<file path="config.mk">
export PLATFORM = sky130hd
export DESIGN_NAME = wr_enable_arbiter
export DESIGN_NICKNAME = d
export VERILOG_FILES = /design/src/rtl/wr_arb_pkg.sv /design/src/rtl/wr_arb_pick.sv /design/src/rtl/wr_enable_arbiter.sv
export SDC_FILE = /design/constraint.sdc
export NUM_CORES = 1
export LEC_CHECK = 0
export CAP_MARGIN = 25
export CORE_ASPECT_RATIO = 0.75
export CORE_MARGIN = 4
export CORE_UTILIZATION = 35
export CTS_CLUSTER_DIAMETER = 100
export CTS_CLUSTER_SIZE = 24
export DETAILED_ROUTE_END_ITERATION = 10
export GPL_ROUTABILITY_DRIVEN = 0
export GPL_TIMING_DRIVEN = 1
export HOLD_SLACK_MARGIN = 0.12
export PLACE_DENSITY_LB_ADDON = 0.12
export SYNTH_ARGS = -nofsm -noshare
export SYNTH_HDL_FRONTEND = slang
export SYNTH_SLANG_ARGS = --single-unit
</file>
<file path="constraint.sdc">
create_clock -name clk -period 3.6 [get_ports clk]
set_input_delay 0.36 -clock clk [delete_from_list [all_inputs] [get_ports clk]]
set_output_delay 0.36 -clock clk [all_outputs]
set_load 0.02 [all_outputs]
</file>
<file path="src/rtl/wr_arb_pkg.sv">
// Shared types and default parameter values for the write-enable arbiter.
package wr_arb_pkg;

  typedef enum logic [1:0] {
    ST_IDLE  = 2'd0,
    ST_OWN   = 2'd1,
    ST_GUARD = 2'd2
  } arb_state_e;

  localparam int DEF_N_SRC     = 2;
  localparam int DEF_ADDR_W    = 4;
  localparam int DEF_DATA_W    = 8;
  localparam int DEF_GUARD_CYC = 1;
  localparam int DEF_MAX_HOLD  = 255;
  localparam int DEF_RR_EN     = 0;

  // Width of a counter that must hold values 0..max_val (never narrower than 1 bit).
  function automatic int cnt_w(input int max_val);
    cnt_w = (max_val < 1) ? 1 : $clog2(max_val + 1);
  endfunction

endpackage

</file>
<file path="src/rtl/wr_arb_pick.sv">
// Single-winner selector over the masked request vector: fixed priority
// (index 0 highest) or round-robin starting just after the last owner.
module wr_arb_pick
  import wr_arb_pkg::*;
#(
  parameter int N_SRC = DEF_N_SRC,
  parameter int RR_EN = DEF_RR_EN,
  localparam int PTR_W = cnt_w(N_SRC - 1)
) (
  input  logic [N_SRC-1:0] req_m,
  input  logic [PTR_W-1:0] last_ptr,
  output logic [N_SRC-1:0] gnt,
  output logic [PTR_W-1:0] gnt_idx,
  output logic             any
);

  logic [PTR_W:0]         shamt;
  logic [2*N_SRC-1:0]     dbl_req;
  logic [2*N_SRC-1:0]     dbl_oh;
  logic [N_SRC-1:0]       rot_req;
  logic [N_SRC-1:0]       rot_oh;
  logic [N_SRC-1:0]       fix_oh;
  logic [N_SRC-1:0]       rr_oh;

  // Isolate the lowest set bit (two's-complement trick).
  function automatic logic [N_SRC-1:0] lowest(input logic [N_SRC-1:0] v);
    lowest = v & (~v + 1'b1);
  endfunction

  // Round-robin is done by rotating the requests so the slot after last_ptr
  // lands at bit 0, picking the lowest bit, then rotating the winner back.
  always_comb begin
    shamt   = {1'b0, last_ptr} + 1'b1;
    dbl_req = {req_m, req_m} >> shamt;
    rot_req = dbl_req[N_SRC-1:0];
    rot_oh  = lowest(rot_req);
    dbl_oh  = {rot_oh, rot_oh} << shamt;
    rr_oh   = dbl_oh[2*N_SRC-1:N_SRC];
    fix_oh  = lowest(req_m);
    gnt     = (RR_EN != 0) ? rr_oh : fix_oh;
    any     = |req_m;
    gnt_idx = '0;
    for (int i = 0; i < N_SRC; i++) begin
      if (gnt[i]) begin
        gnt_idx = PTR_W'(i);
      end
    end
  end

endmodule

</file>
<file path="src/rtl/wr_enable_arbiter.sv">
// Grants exclusive register-bank write access to one of N_SRC sources,
// with guard gap between owners, hold-time limit and starvation mask.
module wr_enable_arbiter
  import wr_arb_pkg::*;
#(
  parameter int N_SRC     = DEF_N_SRC,
  parameter int ADDR_W    = DEF_ADDR_W,
  parameter int DATA_W    = DEF_DATA_W,
  parameter int GUARD_CYC = DEF_GUARD_CYC,
  parameter int MAX_HOLD  = DEF_MAX_HOLD,
  parameter int RR_EN     = DEF_RR_EN
) (
  input  logic                    clk,
  input  logic                    reset_n,
  input  logic [N_SRC-1:0]        req,
  input  logic [N_SRC-1:0]        we,
  input  logic [N_SRC*ADDR_W-1:0] addr,
  input  logic [N_SRC*DATA_W-1:0] data,
  output logic [N_SRC-1:0]        grant,
  output logic                    we_out,
  output logic [ADDR_W-1:0]       addr_out,
  output logic [DATA_W-1:0]       data_out,
  output logic                    busy,
  output logic                    conflict,
  output logic                    timeout
);

  localparam int PTR_W  = cnt_w(N_SRC - 1);
  localparam int HOLD_W = cnt_w(MAX_HOLD);
  localparam int GRD_W  = cnt_w(GUARD_CYC);
  localparam logic [HOLD_W-1:0] HOLD_LAST = HOLD_W'((MAX_HOLD > 0) ? MAX_HOLD - 1 : 0);
  localparam logic [GRD_W-1:0]  GRD_LAST  = GRD_W'((GUARD_CYC > 0) ? GUARD_CYC - 1 : 0);
  localparam logic [PTR_W-1:0]  PTR_RST   = PTR_W'(N_SRC - 1);
  // With no guard gap the owner hands straight back to IDLE.
  localparam arb_state_e ST_RELEASE = (GUARD_CYC > 0) ? ST_GUARD : ST_IDLE;

  arb_state_e          state_q, state_d;
  logic [PTR_W-1:0]    rr_ptr_q, rr_ptr_d;   // current / last owner index
  logic [N_SRC-1:0]    grant_q, grant_d;
  logic                we_out_q, we_out_d;
  logic [ADDR_W-1:0]   addr_out_q, addr_out_d;
  logic [DATA_W-1:0]   data_out_q, data_out_d;
  logic [HOLD_W-1:0]   hold_q, hold_d;
  logic [GRD_W-1:0]    guard_q, guard_d;
  logic [N_SRC-1:0]    mask_q, mask_d;
  logic                conflict_q, conflict_d;
  logic                timeout_q, timeout_d;

  logic [N_SRC-1:0]    req_m;
  logic [N_SRC-1:0]    pick_gnt;
  logic [PTR_W-1:0]    pick_idx;
  logic                pick_any;
  logic                own_req;
  logic                own_we;
  logic [ADDR_W-1:0]   own_addr;
  logic [DATA_W-1:0]   own_data;
  logic                hold_hit;

  assign req_m = req & ~mask_q;

  wr_arb_pick #(
    .N_SRC (N_SRC),
    .RR_EN (RR_EN)
  ) u_pick (
    .req_m    (req_m),
    .last_ptr (rr_ptr_q),
    .gnt      (pick_gnt),
    .gnt_idx  (pick_idx),
    .any      (pick_any)
  );

  // Route the current owner's request, enable, address and data.
  always_comb begin
    own_req  = 1'b0;
    own_we   = 1'b0;
    own_addr = '0;
    own_data = '0;
    for (int i = 0; i < N_SRC; i++) begin
      if (rr_ptr_q == PTR_W'(i)) begin
        own_req  = req[i];
        own_we   = we[i];
        own_addr = addr[i*ADDR_W +: ADDR_W];
        own_data = data[i*DATA_W +: DATA_W];
      end
    end
  end

  assign hold_hit = (MAX_HOLD != 0) && (hold_q == HOLD_LAST);

  // Next-state and next-output logic; outputs are computed for the state
  // being entered so grant/we_out are never seen outside OWN.
  always_comb begin
    state_d    = state_q;
    rr_ptr_d   = rr_ptr_q;
    grant_d    = '0;
    we_out_d   = 1'b0;
    addr_out_d = addr_out_q;
    data_out_d = data_out_q;
    hold_d     = hold_q;
    guard_d    = guard_q;
    mask_d     = mask_q & req;   // a masked source is released once it drops req
    conflict_d = 1'b0;
    timeout_d  = 1'b0;
    case (state_q)
      ST_IDLE: begin
        if (pick_any) begin
          state_d  = ST_OWN;
          rr_ptr_d = pick_idx;
          grant_d  = pick_gnt;
          hold_d   = '0;
        end
      end
      ST_OWN: begin
        conflict_d = |(we & ~grant_q);
        addr_out_d = own_addr;
        data_out_d = own_data;
        hold_d     = hold_q + 1'b1;
        if (!own_req) begin
          // Owner released; a write sampled with req low is dropped.
          state_d = ST_RELEASE;
          guard_d = '0;
        end else if (hold_hit) begin
          state_d   = ST_RELEASE;
          guard_d   = '0;
          timeout_d = 1'b1;
          mask_d    = mask_d | grant_q;
        end else begin
          grant_d  = grant_q;
          we_out_d = own_we;
        end
      end
      ST_GUARD: begin
        if (guard_q == GRD_LAST) begin
          state_d = ST_IDLE;
        end else begin
          guard_d = guard_q + 1'b1;
        end
      end
      default: state_d = ST_IDLE;
    endcase
  end

  // State and output registers, cleared asynchronously.
  always_ff @(posedge clk or negedge reset_n) begin
    if (!reset_n) begin
      state_q    <= ST_IDLE;
      rr_ptr_q   <= PTR_RST;
      grant_q    <= '0;
      we_out_q   <= 1'b0;
      addr_out_q <= '0;
      data_out_q <= '0;
      hold_q     <= '0;
      guard_q    <= '0;
      mask_q     <= '0;
      conflict_q <= 1'b0;
      timeout_q  <= 1'b0;
    end else begin
      state_q    <= state_d;
      rr_ptr_q   <= rr_ptr_d;
      grant_q    <= grant_d;
      we_out_q   <= we_out_d;
      addr_out_q <= addr_out_d;
      data_out_q <= data_out_d;
      hold_q     <= hold_d;
      guard_q    <= guard_d;
      mask_q     <= mask_d;
      conflict_q <= conflict_d;
      timeout_q  <= timeout_d;
    end
  end

  assign grant    = grant_q;
  assign we_out   = we_out_q;
  assign addr_out = addr_out_q;
  assign data_out = data_out_q;
  assign busy     = (state_q != ST_IDLE);
  assign conflict = conflict_q;
  assign timeout  = timeout_q;

endmodule
</file>
==> flow_summary.toml <==
[finish]
syn_to_final_growth_pct = 45.4
post_route_cells_drive_above_1_share_pct = 7.82
final_common_cell = "clkdlybuf4s50_1"
antenna_cells = 0
layout_common_cells = "clkdlybuf4s50_1 (47), dfrtp_1 (29), o21ai_0 (16), nand2_1 (15), mux2i_1 (14)"
fin_nets = 210
nFillCells = 352

[yosys]
synth_nets = 160
ys_ff_latch = 30
synth_cells = 128
syn_area_per_cell_sq_um = 10.8
netlist_area_sq_um = 1380
yosysWarnings = 0
seq_area_frac_synth_pct = 54.4
synth_cell_types = 33

[worst_setup_path]
endpoint = "hold_q[5]"
criticalPathCategory = "flop to flop"
reg2reg_slack_ns = 1.68
worstRegToRegCells = 4
r2r_end = "hold_q[5]"
arrival_ns = 2.12
start_kind = "flop"
cp_slowest_cell = "or4_1"
path_buf_inv = 1
cp.depth = 4
setup.worst_path.end_class = "flop"
critPathRequiredTime_ns = 3.80
crit_chain = "nand2b_1 > buf_4 > or4_1 > a21oi_1"
critPathTopFamily = "simple AND/OR/NAND/NOR gates"
startpoint = "state_q[1]"
critPathMaxStageDelay_ns = 0.47
r2r_start = "state_q[1]"
critPathMaxFanout = 21

[clock_network]
clk_latency_ns = 0.28
clock-root-buffer = "clkbuf_8"
clk_pin_slew_worst_paths_ns = 0.06
tritoncts = "yes"
cts_resized = 0
cts_buffers = 5
post_cts_buffers = 0
cts_sinks = 30
postCtsHoldBufs = 0
cts_max_level = 2
cts_max_path_buffers = 2

[routing]
drtPass1Iterations = 4
top_layer = "met4"
routedWlPerCell_um = 13.8
via_per_inst = 4.86
wl_met3_um = 206
drc = 0
wl_met2_um = 1530
drt-met1-wl_um = 1410
vias = 1122
ant_nets = 0
drt-initial-drc-count = 58
drt_wl_total_um = 3200

[power_and_ir_drop]
ir_drop_mv = 0.398
finalPower_mw = 1.53
p_leak_nw = 0.870
p_per_area_nw_per_um2 = 764

[grt]
first_global_vias = 1179
grt_pass1_wl_um = 5340
antenna_found_initial = 0
grt_start_max_net_pins = 31
grt_remaining_overflow = 0
grt_use_total_pct = 13.9

[sta]
layout_min_cycle_time_ns = 1.92
setup_viol = 0
fin_crit_sh_pct = 53.4
slew_violations = 0
finalHoldViolCount = 0
fmaxAchievable_ghz = 0.520
relSlewSlack_pct = 55.1
tightest_slew_ns = 0.673
tns_ns = 0
fin_skew_ns = 0.00441
rsz0062_at_grt = "no"

[floorplanning]
start_util_pct = 37.0
dieArea_sq_um = 5030
rows = 19
dieHeight_um = 62.4
fp.dieW_um = 80.5
core_area_sq_um = 3730
io_pins = 48

[placed_design]
port_buffers = 47
dp_hpwl_um = 2350

[status]
status = "complete, no violations"

[hold_path]
hold_path_class = "primary input to async pin"

[run]
cap_violations = 0
-- layout make-up --
| type | count | area (sq um) | area share [%] |
|---|---|---|---|
| flip-flops and latches | 30 | 752 | 37.4 |
| clock inverters | 3 | 40.0 | 1.99 |
| inverters | 3 | 11.3 | 0.561 |
| clock buffers | 5 | 68.8 | 3.43 |
| well taps | 52 | 65.1 | 3.24 |
| multi-input cells | 89 | 586 | 29.2 |
| repair buffers | 49 | 485 | 24.2 |
-- how the worst min path moves through the flow --
| stage | cells after the start | endpoint | slack [ns] | start |
|---|---|---|---|---|
| after floorplan | 0 | addr_out[0] | 0.06 | reset_n |
| after global placement | 2 | data_out[2] | 0.47 | data_out[2] |
| after detailed placement | 2 | data_out[5] | 0.48 | data_out[5] |
| after CTS | 2 | grant[1] | 0.48 | reset_n |
| after global routing | 2 | hold_q[4] | 0.49 | reset_n |
| final | 2 | timeout | 0.47 | reset_n |
-- power breakdown --
| group | total [mW] | switching, mW | internal [mW] |
|---|---|---|---|
| clock network | 0.328 | 0.125 | 0.203 |
| registers | 0.572 | 0.114 | 0.457 |
| logic | 0.634 | 0.321 | 0.313 |
| total | 1.53 | 0.560 | 0.973 |
-- metal layers --
layer / global-route usage (%) / up-vias
met5: 0 / -
met4: 6.75 / 0
met3: 5.62 / 7
met2: 21.4 / 30
met1: 16.7 / 528
li1: - / 557
-- synthesized netlist by cell type (all sizes together) --
cell	n	area, sq um
a211oi	1	12.5
a21boi	1	7.51
a21oi	6	30.0
a22o	3	26.3
and3	1	6.26
and4	1	8.76
and4bb	1	12.5
buf	3	21.3
clkbuf	3	11.3
dfrtp	29	726
dfstp	1	26.3
ha	2	25.0
inv	3	11.3
mux2i	14	140
nand2	15	56.3
nand2b	6	37.5
nand3	2	10.0
nand3b	1	7.51
nand4	1	6.26
nand4b	1	8.76
nor2	3	11.3
nor2b	1	6.26
nor3	1	5.00
o21ai	16	80.1
o22a	1	8.76
o22ai	1	6.26
o2bb2ai	1	8.76
o31ai	2	15.0
or2	1	6.26
or3	3	18.8
or4	2	15.0
xor2	1	8.76
-- through the flow --
stage / area (sq um) / cells / utilization (%) / hold slack (ns) / setup WS (ns)
3_3_place_gp: 1900 / 223 / 50.9 / 0.471 / 1.73
5_1_grt: 2010 / 231 / 53.8 / 0.489 / 1.48
4_1_cts: 2010 / 231 / 53.8 / 0.476 / 1.65
2_1_floorplan: 1380 / 128 / - / 0.0644 / 2.14
6_report: 2010 / 231 / 53.8 / 0.465 / 1.68
3_5_place_dp: 1900 / 223 / 50.9 / 0.480 / 1.66
-- flip-flops by register name, indices dropped and copies added (netlist names) --
name	count
state_q	2
timeout	1
grant	2
data_out	8
we_out	1
addr_out	4
rr_ptr_q	1
mask_q	2
conflict	1
hold_q	8
-- cell families after synthesis --
group,count (synthesis),share of synthesized area (%)
AOI/OAI and AO/OA,32,14.1
buffers and inverters,9,3.17
xor gates and xnor gates,1,0.634
muxes,14,10.1
DFF,30,54.4
and+or+nand+nor,40,15.7
adders and majority gates,2,1.81
Note: power is estimated with default switching activity, not from simulation.
